===== src/rtl/pipe_pkg.sv =====
// rtl/pipe_pkg.sv - shared types and constants for the EX/MEM pipeline buffer
package pipe_pkg;

  localparam int P_DATA_W  = 8;
  localparam int P_MADDR_W = 4;
  localparam int P_REG_AW  = 3;
  localparam int P_OPC_W   = 4;

  localparam logic [P_OPC_W-1:0] OPC_LOAD = 4'b0100;

  typedef struct packed {
    logic                 valid;
    logic [P_DATA_W-1:0]  result;
    logic [P_DATA_W-1:0]  load_result;
    logic [P_MADDR_W-1:0] mem_addr;
    logic [P_REG_AW-1:0]  opa_adr;
    logic [P_OPC_W-1:0]   opcode;
    logic                 reg_we;
    logic                 mem_we;
    logic [P_REG_AW-1:0]  dest_reg;
  } exmem_bundle_t;

endpackage


===== src/rtl/fwd_lookup.sv =====
// rtl/fwd_lookup.sv - priority forwarding match across all in-flight stages
module fwd_lookup
  import pipe_pkg::*;
#(
  parameter int DEPTH = 2
) (
  input  exmem_bundle_t         stage [DEPTH],
  input  logic [P_REG_AW-1:0]   src,
  output logic                  hit,
  output logic [P_DATA_W-1:0]   data
);

  // Walk oldest to youngest so the youngest match overwrites older ones.
  always_comb begin
    hit  = 1'b0;
    data = '0;
    for (int i = DEPTH - 1; i >= 0; i--) begin
      if (stage[i].valid && stage[i].reg_we && (stage[i].dest_reg == src)) begin
        hit  = 1'b1;
        data = (stage[i].opcode == OPC_LOAD) ? stage[i].load_result : stage[i].result;
      end
    end
  end

endmodule


===== src/rtl/ex_mem_pipe.sv =====
// rtl/ex_mem_pipe.sv - DEPTH-stage EX/MEM buffer with stall, flush, occupancy and forwarding
module ex_mem_pipe
  import pipe_pkg::*;
#(
  parameter int DATA_W  = 8,
  parameter int MADDR_W = 4,
  parameter int REG_AW  = 3,
  parameter int OPC_W   = 4,
  parameter int DEPTH   = 2
) (
  input  logic                       clk,
  input  logic                       rst_n,
  input  logic                       in_valid,
  input  logic [DATA_W-1:0]          in_result,
  input  logic [DATA_W-1:0]          in_load_result,
  input  logic [MADDR_W-1:0]         in_mem_addr,
  input  logic [REG_AW-1:0]          in_opa_adr,
  input  logic [OPC_W-1:0]           in_opcode,
  input  logic                       in_reg_we,
  input  logic                       in_mem_we,
  input  logic [REG_AW-1:0]          in_dest_reg,
  input  logic                       stall,
  input  logic                       flush,
  input  logic [REG_AW-1:0]          fwd_src_a,
  input  logic [REG_AW-1:0]          fwd_src_b,
  output logic                       out_valid,
  output logic [DATA_W-1:0]          out_result,
  output logic [DATA_W-1:0]          out_load_result,
  output logic [MADDR_W-1:0]         out_mem_addr,
  output logic [REG_AW-1:0]          out_opa_adr,
  output logic [OPC_W-1:0]           out_opcode,
  output logic                       out_reg_we,
  output logic                       out_mem_we,
  output logic [REG_AW-1:0]          out_dest_reg,
  output logic                       fwd_hit_a,
  output logic                       fwd_hit_b,
  output logic [DATA_W-1:0]          fwd_data_a,
  output logic [DATA_W-1:0]          fwd_data_b,
  output logic [$clog2(DEPTH+1)-1:0] occupancy
);

  localparam int OCC_W = $clog2(DEPTH + 1);

  exmem_bundle_t stage [DEPTH];
  exmem_bundle_t in_b;

  always_comb begin
    in_b             = '0;
    in_b.valid       = in_valid;
    in_b.result      = in_result;
    in_b.load_result = in_load_result;
    in_b.mem_addr    = in_mem_addr;
    in_b.opa_adr     = in_opa_adr;
    in_b.opcode      = in_opcode;
    in_b.reg_we      = in_reg_we;
    in_b.mem_we      = in_mem_we;
    in_b.dest_reg    = in_dest_reg;
  end

  // Flush outranks stall; occupancy tracks the popcount of stage valid bits.
  always_ff @(posedge clk or negedge rst_n) begin
    if (!rst_n) begin
      for (int i = 0; i < DEPTH; i++) stage[i] <= '0;
      occupancy <= '0;
    end else if (flush) begin
      for (int i = 0; i < DEPTH; i++) stage[i] <= '0;
      occupancy <= '0;
    end else if (!stall) begin
      stage[0] <= in_b;
      for (int i = 1; i < DEPTH; i++) stage[i] <= stage[i-1];
      occupancy <= occupancy - OCC_W'(stage[DEPTH-1].valid) + OCC_W'(in_valid);
    end
  end

  assign out_valid       = stage[DEPTH-1].valid;
  assign out_result      = stage[DEPTH-1].result;
  assign out_load_result = stage[DEPTH-1].load_result;
  assign out_mem_addr    = stage[DEPTH-1].mem_addr;
  assign out_opa_adr     = stage[DEPTH-1].opa_adr;
  assign out_opcode      = stage[DEPTH-1].opcode;
  assign out_reg_we      = stage[DEPTH-1].reg_we & stage[DEPTH-1].valid;
  assign out_mem_we      = stage[DEPTH-1].mem_we & stage[DEPTH-1].valid;
  assign out_dest_reg    = stage[DEPTH-1].dest_reg;

  fwd_lookup #(.DEPTH(DEPTH)) u_fwd_a (
    .stage (stage),
    .src   (fwd_src_a),
    .hit   (fwd_hit_a),
    .data  (fwd_data_a)
  );

  fwd_lookup #(.DEPTH(DEPTH)) u_fwd_b (
    .stage (stage),
    .src   (fwd_src_b),
    .hit   (fwd_hit_b),
    .data  (fwd_data_b)
  );

endmodule


===== config.mk =====
export PLATFORM = sky130hd
export DESIGN_NAME = ex_mem_pipe
export DESIGN_NICKNAME = d
export VERILOG_FILES = /design/src/rtl/pipe_pkg.sv /design/src/rtl/fwd_lookup.sv /design/src/rtl/ex_mem_pipe.sv
export SDC_FILE = /design/constraint.sdc
export NUM_CORES = 1
export LEC_CHECK = 0
export CAP_MARGIN = 20
export CORE_MARGIN = 2
export CORE_UTILIZATION = 34
export CTS_CLUSTER_SIZE = 12
export DETAILED_ROUTE_END_ITERATION = 6
export GPL_ROUTABILITY_DRIVEN = 0
export SLEW_MARGIN = 20
export SYNTH_ARGS = -nofsm -noshare
export SYNTH_HDL_FRONTEND = slang
export SYNTH_SLANG_ARGS = --single-unit

===== constraint.sdc =====
create_clock -name clk -period 2.1 [get_ports clk]
set_input_delay 0.315 -clock clk [delete_from_list [all_inputs] [get_ports clk]]
set_output_delay 0.315 -clock clk [all_outputs]
set_load 0.02 [all_outputs]

# [Yosys cells after proc, flatten, opt, wreduce, memory -nomap -nowiden]
# Cells that the tools add are included.
[word_totals] register_bits=68 input_bits=43 output_inout_bits=53 word_cells=50
[op_classes] addsub=2 eq_ne=7 mux=14 bitwise_logic=2 reduce_logical=6
[ops] op="$mux 66" n=2
[ops] op="$mux 8" n=6
[ops] op="$eq 3x3->1" n=4
[ops] op="$eq 4x3->1 const B" n=2
[ops] op="$logic_and 1x1->1" n=6
[ops] op="$mux 1" n=4
[ops] op="$mux 2" n=2
[ops] op="$add 2x1->2" n=1
[ops] op="$and 1x1->1" n=2
[ops] op="$ne 2x1->1 const B" n=1
[ops] op="$sub 2x1->2" n=1

# [Longest topological paths before layout]
# Gate-level depths: netlist of run 1.
[depth] depth_word=4 depth_mapped=7 mapped_depth_nobuf=7

# [Modules after synthesis]
# From an unflattened synthesis of run 1, not the netlist that was laid out.
[unflattened] hier_cells=340 hier_area_um2=3743.6
[by_module_without_submodules] mod="ex_mem_pipe" n_inst=1 cells_each=258 area_each_um2=3050.4 seq_area_each_um2=1701.6
[by_module_without_submodules] mod="fwd_lookup" n_inst=2 cells_each=41 area_each_um2=346.6 seq_area_each_um2=0.0

# [Least setup slack after synthesis of run 1]
# No wires, ideal clock.
[synth_path] path_type="register to output" startpoint="register, netlist name out_valid" endpoint="output port fwd_data_a[7]" arrival_time_ns=1.644 required_ns=1.785 slack_ns=0.141 path_stages_with_launch=5 n_path_buf=0 cell_sequence="dfrtp_1 nand2_1 nor4_2 nand2_8 o22ai_1"
[synth_via] elab_chain_len=4
[synth_lines] element="$logic_and 1x1->1 (2 in series)" line_no="fwd_lookup.sv:18" source="if (stage[i].valid && stage[i].reg_we && (stage[i].dest_reg == src)) begin"
[synth_lines] element="$mux 8 (2 in series)" line_no="fwd_lookup.sv:18"
[synth_lines] element="to (decl)" line_no="ex_mem_pipe.sv:37" source="output logic [DATA_W-1:0] fwd_data_a,"
# No other way between the ends.

# [Worst setup path after layout of run 1]
[layout_path] startpoint="register, netlist name stage[34]" endpoint="output port fwd_data_a[6]"
[layout_via] elab_chain_len=3
[layout_lines] element="$eq 3x3->1" line_no="fwd_lookup.sv:18"
[layout_lines] element="$logic_and 1x1->1" line_no="fwd_lookup.sv:18"
[layout_lines] element="$mux 8" line_no="fwd_lookup.sv:18"
# No other way between the ends.

==> results.json, run 1 <==
{
  "outcome": "finished, violations left",
  "violations": "setup timing",
  "holdWs_ns": 0.421,
  "antenna_left": 0,
  "p_seq_share_pct": 46.0,
  "initial_core_util_pct": 34.5,
  "drtIter0Drc": 42,
  "fmax_mhz": 423,
  "place_ws_ns": -0.707,
  "synthCells": 318,
  "grt_pass1_vias": 2726,
  "synth_edf_count": 0,
  "synth_compound_area_share_pct": 3.65,
  "final_cell_area_um2": 5030,
  "syn-num-nets": 363,
  "cp_max_fo": 8,
  "endpoint_kind": "output pin",
  "finalCritPeriodShare_pct": 113,
  "relSlewSlack_pct": 60.1,
  "p_clk_share_pct": 38.2,
  "antenna_found_initial": 0,
  "yosysSeqAreaShare_pct": 48.6,
  "hold_path_class": "primary input to flop",
  "swShare_pct": 24.8,
  "placed_area_um2": 4560,
  "first_pass_iters": 4,
  "routed-via-count": 2563,
  "rsz0062_at_grt": "yes",
  "insertion_delay_ns": 0.33,
  "cellLeakagePower_nw": 2.34,
  "fp.dieW_um": 105,
  "grt_max_degree": 39,
  "grt_overflow": 0,
  "drt-total-wl_um": 8900,
  "cp_slowest_cell": "or4_4",
  "slew_violations": 0,
  "crit_type": "flop to output pin",
  "largest_register_ffs": 35,
  "die-height_um": 105,
  "portBuffers": 95,
  "final_nets": 455,
  "p_sw_uw": 765,
  "fin_crit_ns": 2.36,
  "clk_pin_slew_ns": 0.07,
  "path_cells": "xor2_2, or4_4, nand2_8, o22ai_1, buf_2",
  "startpoint_type": "flop",
  "n_antenna_cell": 0,
  "synthArstFlopShare_pct": 100,
  "final-hold-violation-count": 0,
  "cts-root-buf": "clkbuf_8",
  "hpwl_um": 5830,
  "yosys.area_share.simple_pct": 10.3,
  "yosysMostFrequentCell": "mux2i_1",
  "fin_ws_ns": -0.263,
  "dieArea_um2": 11100,
  "drive_gt1_share_pct": 24.1,
  "fp-row-count": 37,
  "p_int_mw": 2.32,
  "regMostFlops": "stage",
  "synth_fa_ha_area_share_pct": 0.715,
  "setup_viol": 18,
  "drc_errors": 0,
  "wl_per_cell_um": 16.2,
  "dp.cells": 529,
  "grt_pass1_wl_um": 14500,
  "clock_sinks": 68,
  "final_cells": 551,
  "muxShareOfSynthArea_pct": 23.7,
  "synth_top_area_share_pct": 48.6,
  "yosys_warnings": 0,
  "yosysTopAreaCell": "dfrtp_1",
  "postSynthAreaPerCell_um2": 11.0,
  "yosys_most_used_dff": "dfrtp_1",
  "grt.total_usage_pct": 17.0,
  "viasPerCell": 4.65,
  "worst_slew_pin_slew_ns": 0.598,
  "syn2layout_area_growth_pct": 43.9,
  "ys_ff_latch": 68,
  "peakVddDrop_mv": 0.464,
  "ys_top_cells_by_count": "mux2i_1 (83), dfrtp_1 (68), nor2_1 (67)",
  "cts_tree": "done",
  "core_area_um2": 10100,
  "synth_top_family_by_area": "multiplexers",
  "power.density_nw_per_um2": 613,
  "p_comb_share_pct": 15.9,
  "pin_count": 96,
  "clockBufferDepth": 2,
  "finClkSkew_ns": 0.00873,
  "htree_levels": 3,
  "finalPower_mw": 3.09,
  "synth.area.top_cells": "dfrtp_1 (49%), mux2i_1 (24%), nor2_1 (7.2%)",
  "synth_cell_types": 25,
  "worst_path_largest_cell_delay_ns": 0.66,
  "cts_made_buffers": 9,
  "worstPathArrival_ns": 2.05,
  "cap_viol_max_count": 0,
  "synth-xor-area-share_pct": 3.25,
  "critPathRequiredTime_ns": 1.78,
  "synth_area_um2": 3500
}
-- power by group through the flow --
| stage | sequential [mW] | clock, mW | combinational, mW |
|---|---|---|---|
| 2_1_floorplan | 1.43 | 0 | 0.249 |
| 3_3_place_gp | 1.44 | 0 | 0.453 |
| 3_5_place_dp | 1.44 | 0 | 0.459 |
| 4_1_cts | 1.42 | 1.22 | 0.493 |
| 5_1_grt | 1.43 | 1.28 | 0.533 |
| 6_report | 1.42 | 1.18 | 0.490 |
-- critical path, delay by kind of cell (launching register included) --
family                 cells  cell delay, ns
flip-flops                 1            0.45
AND/OR/NAND/NOR            2            0.81
AO/OA/AOI/OAI              1            0.10
XOR/XNOR                   1            0.17
buffers and inverters      1            0.17
-- logic make-up after synthesis --
family,count (synthesis)
AO/OA/AOI/OAI,20
buffers and inverters,53
AND/OR/NAND/NOR,79
adder cells (fa/ha/maj),2
multiplexers,83
XOR/XNOR,13
flip-flops,68
-- repair_timing --
action / CTS / global route
cloned: 2 / 0
setup endpoints to repair: 18 / 18
setup buffers: 3 / 0
pin swaps: 7 / 5
resized for setup: 128 / 8
hold buffers: 1 / 0
endpoints found under the hold margin: 35 / 0
-- placed cells by master, fill, tap and decap left out, types with 2 or more instances in the layout --
cell type	instances
mux2i_1	78
clkdlybuf4s50_1	71
nor2_1	67
dfrtp_1	67
buf_4	30
buf_6	14
o22ai_2	10
clkbuf_8	10
xor2_1	9
buf_2	5
buf_12	5
or4_4	4
mux2i_2	4
o22ai_1	4
inv_1	3
xor2_2	3
dlygate4sd2_1	3
nand2_1	2
nand2_8	2
o22ai_4	2
ha_1	2
bufinv_16	2
clkbuf_1	2
-- per-stage QoR --
step                TNS (ns)  utilization, %
floorplan                  0               -
global placement      -11.53            45.0
detailed placement    -11.72            45.0
CTS                    -4.34            49.3
global route           -4.98            49.7
finish                 -3.82            49.7
-- worst paths after layout --
kind / from / endpoint / slack (ns) / cells past startpoint
max: stage[34] / fwd_data_a[6] / -0.26 / 5
min: flush / stage[57] / 0.42 / 2
max reg2reg: out_valid / occupancy[1] / 0.43 / 7
min reg2reg: stage[47] / out_mem_addr[2] / 0.52 / 2
max in group asynchronous: rst_n / stage[4] / 1.06 / 3
min in group asynchronous: rst_n / out_result[3] / 0.49 / 2
-- area by class of cell --
cell class | instances | area, um^2
multi-input combinational | 199 | 1680
sequential | 68 | 1700
clock inverter | 4 | 72.6
clock buffer | 12 | 145
tap | 136 | 170
inverter | 3 | 11.3
fill | 926 | 5100
timing repair buffer | 129 | 1250
-- metal layers --
layer / track usage (%) / vias to the layer above / wire length (um)
li1: - / 1248 / -
met1: 20.8 / 1248 / 3850
met2: 29.4 / 65 / 4550
met3: 5.57 / 2 / 464
met4: 3.43 / 0 / 38
met5: 0 / - / 0
(Power assumes the default switching activity.)
==> run 2, diff against run 1 <==
- RECOVER_POWER: default -> 25
==> run 2 against run 1 <==
  * The flow still finishes with violations (setup timing)
  * Register-to-register slack about the same
  * Worst setup slack about the same
  * Critical path type unchanged
  * Power about the same
  * Largest cell class unchanged
==> results.json, run 2 (synthesis gave the netlist of run 1 again) <==
{
  "outcome": "finished, violations left",
  "violations": "setup timing",
  "worst-path-stages": 5,
  "drive_gt1_share_pct": 24.1,
  "crit_family": "simple AND/OR/NAND/NOR gates",
  "grt_overflow": 0,
  "peakVddDrop_mv": 0.464,
  "hold_start": "flush",
  "cellLeakagePower_nw": 2.34,
  "finalPower_mw": 3.09,
  "fin_ws_ns": -0.263,
  "largest_register_ffs": 35,
  "worst_slew_pin_slew_ns": 1.17,
  "drt-total-wl_um": 8900,
  "pin_count": 96,
  "drc_errors": 0,
  "cts_tree": "done",
  "holdWs_ns": 0.421,
  "n_antenna_cell": 0,
  "layout_commonest_cell": "mux2i_1",
  "critPathRequiredTime_ns": 1.78,
  "endpoint_kind": "output pin",
  "fmax_mhz": 423,
  "final-hold-violation-count": 0,
  "fp.dieW_um": 105,
  "final_cell_mix": "mux2i_1 (78), clkdlybuf4s50_1 (71), nor2_1 (67), dfrtp_1 (67), buf_4 (28)",
  "finClkSkew_ns": 0.00873,
  "viasPerCell": 4.65,
  "nFillCells": 927,
  "grt_pass1_wl_um": 14500,
  "htree_levels": 3,
  "grt.total_usage_pct": 17.0,
  "final_nets": 455,
  "p_sw_uw": 765,
  "startpoint_type": "flop",
  "rsz0062_at_grt": "yes",
  "clockBufferDepth": 2,
  "finalCritPeriodShare_pct": 113,
  "clk_pin_slew_ns": 0.07,
  "routed-via-count": 2563,
  "portBuffers": 95,
  "power.density_nw_per_um2": 614,
  "hpwl_um": 5830,
  "path_cells": "xor2_2, or4_4, nand2_8, o22ai_1, buf_2",
  "antenna_left": 0,
  "cts-root-buf": "clkbuf_8",
  "hold_path_depth": 2,
  "grt_max_degree": 39,
  "dieArea_um2": 11100,
  "placed_area_um2": 4560,
  "relSlewSlack_pct": 22.1,
  "p_clk_share_pct": 38.1,
  "worstPathArrival_ns": 2.05,
  "die-height_um": 105,
  "wl_per_cell_um": 16.2,
  "final_cell_area_um2": 5030,
  "insertion_delay_ns": 0.33,
  "path_buf_inv": 1,
  "critPathLaunch": "stage[34]",
  "p_comb_share_pct": 15.9,
  "fp-row-count": 37,
  "worst_path_largest_cell_delay_ns": 0.66,
  "crit_type": "flop to output pin",
  "regMostFlops": "stage",
  "place_ws_ns": -0.707,
  "grt_pass1_vias": 2726,
  "cp_slowest_cell": "or4_4",
  "drtIter0Drc": 42,
  "cts_made_buffers": 9,
  "slew_violations": 0,
  "p_seq_share_pct": 46.0,
  "clock_sinks": 68,
  "r2r_start": "out_valid",
  "ff2ff_path_depth": 7,
  "core_area_um2": 10100,
  "cap_viol_max_count": 0,
  "cp_max_fo": 8,
  "p_int_mw": 2.32,
  "swShare_pct": 24.8,
  "fin_crit_ns": 2.36,
  "antenna_found_initial": 0,
  "initial_core_util_pct": 34.5,
  "hold_path_class": "primary input to flop",
  "setup_viol": 18,
  "first_pass_iters": 4,
  "syn2layout_area_growth_pct": 43.7
}
==> run 2: stage by stage <==
step / setup TNS, ns / std cells / utilization, %
after floorplan: 0 / 318 / -
after global placement: -11.53 / 529 / 45.0
after detailed placement: -11.72 / 529 / 45.0
after CTS: -4.34 / 551 / 49.3
after global routing: -4.98 / 551 / 49.6
final: -3.82 / 551 / 49.6
==> run 2: worst paths after layout <==
| kind | endpoint | slack [ns] |
|---|---|---|
| worst min-delay path | stage[57] | 0.42 |
| worst min register to register | out_mem_addr[2] | 0.52 |
| max in group asynchronous | stage[4] | 0.73 |
| worst max register to register | occupancy[1] | 0.43 |
| worst max-delay path | fwd_data_a[6] | -0.26 |
| min in group asynchronous | out_result[3] | 0.67 |
==> run 2: layout make-up <==
class | instances | area [um^2] | share of cell area [%]
sequential | 68 | 1700 | 33.9
multi-input combinational | 199 | 1680 | 33.4
timing repair buffer | 129 | 1250 | 24.9
tap | 136 | 170 | 3.38
clock buffer | 12 | 145 | 2.89
clock inverter | 4 | 72.6 | 1.44
inverter | 3 | 11.3 | 0.224
==> run 2: timing repair <==
action	CTS	global route
buffers inserted	3	0
resized for setup	128	8
setup endpoints to repair	18	18
hold endpoints to repair	35	0
gates cloned	2	0
hold buffers	1	0
pin swaps	7	5
==> run 2: per-layer routing <==
metal	vias up	GRT usage, %	part of all wire [%]
li1	1248	-	-
met1	1248	20.8	43
met2	65	29.4	51
met3	2	5.57	5.3
met4	0	3.43	0.43
met5	-	0	0
==> run 2: worst register-to-register path, cell delays in order, from the launching register on <==
cell and delay, ns:
dfrtp_1 0.38, buf_4 0.15, ha_1 0.27, inv_1 0.04, ha_1 0.18, xnor2_1 0.13, or3_1 0.30, a21oi_1 0.15
==> run 2: power by group through the flow <==
stage	clock network, mW	logic [mW]	registers, mW
floorplan	0	0.249	1.43
global placement	0	0.453	1.44
detailed placement	0	0.459	1.44
CTS	1.22	0.493	1.42
global route	1.28	0.535	1.43
finish	1.18	0.491	1.42
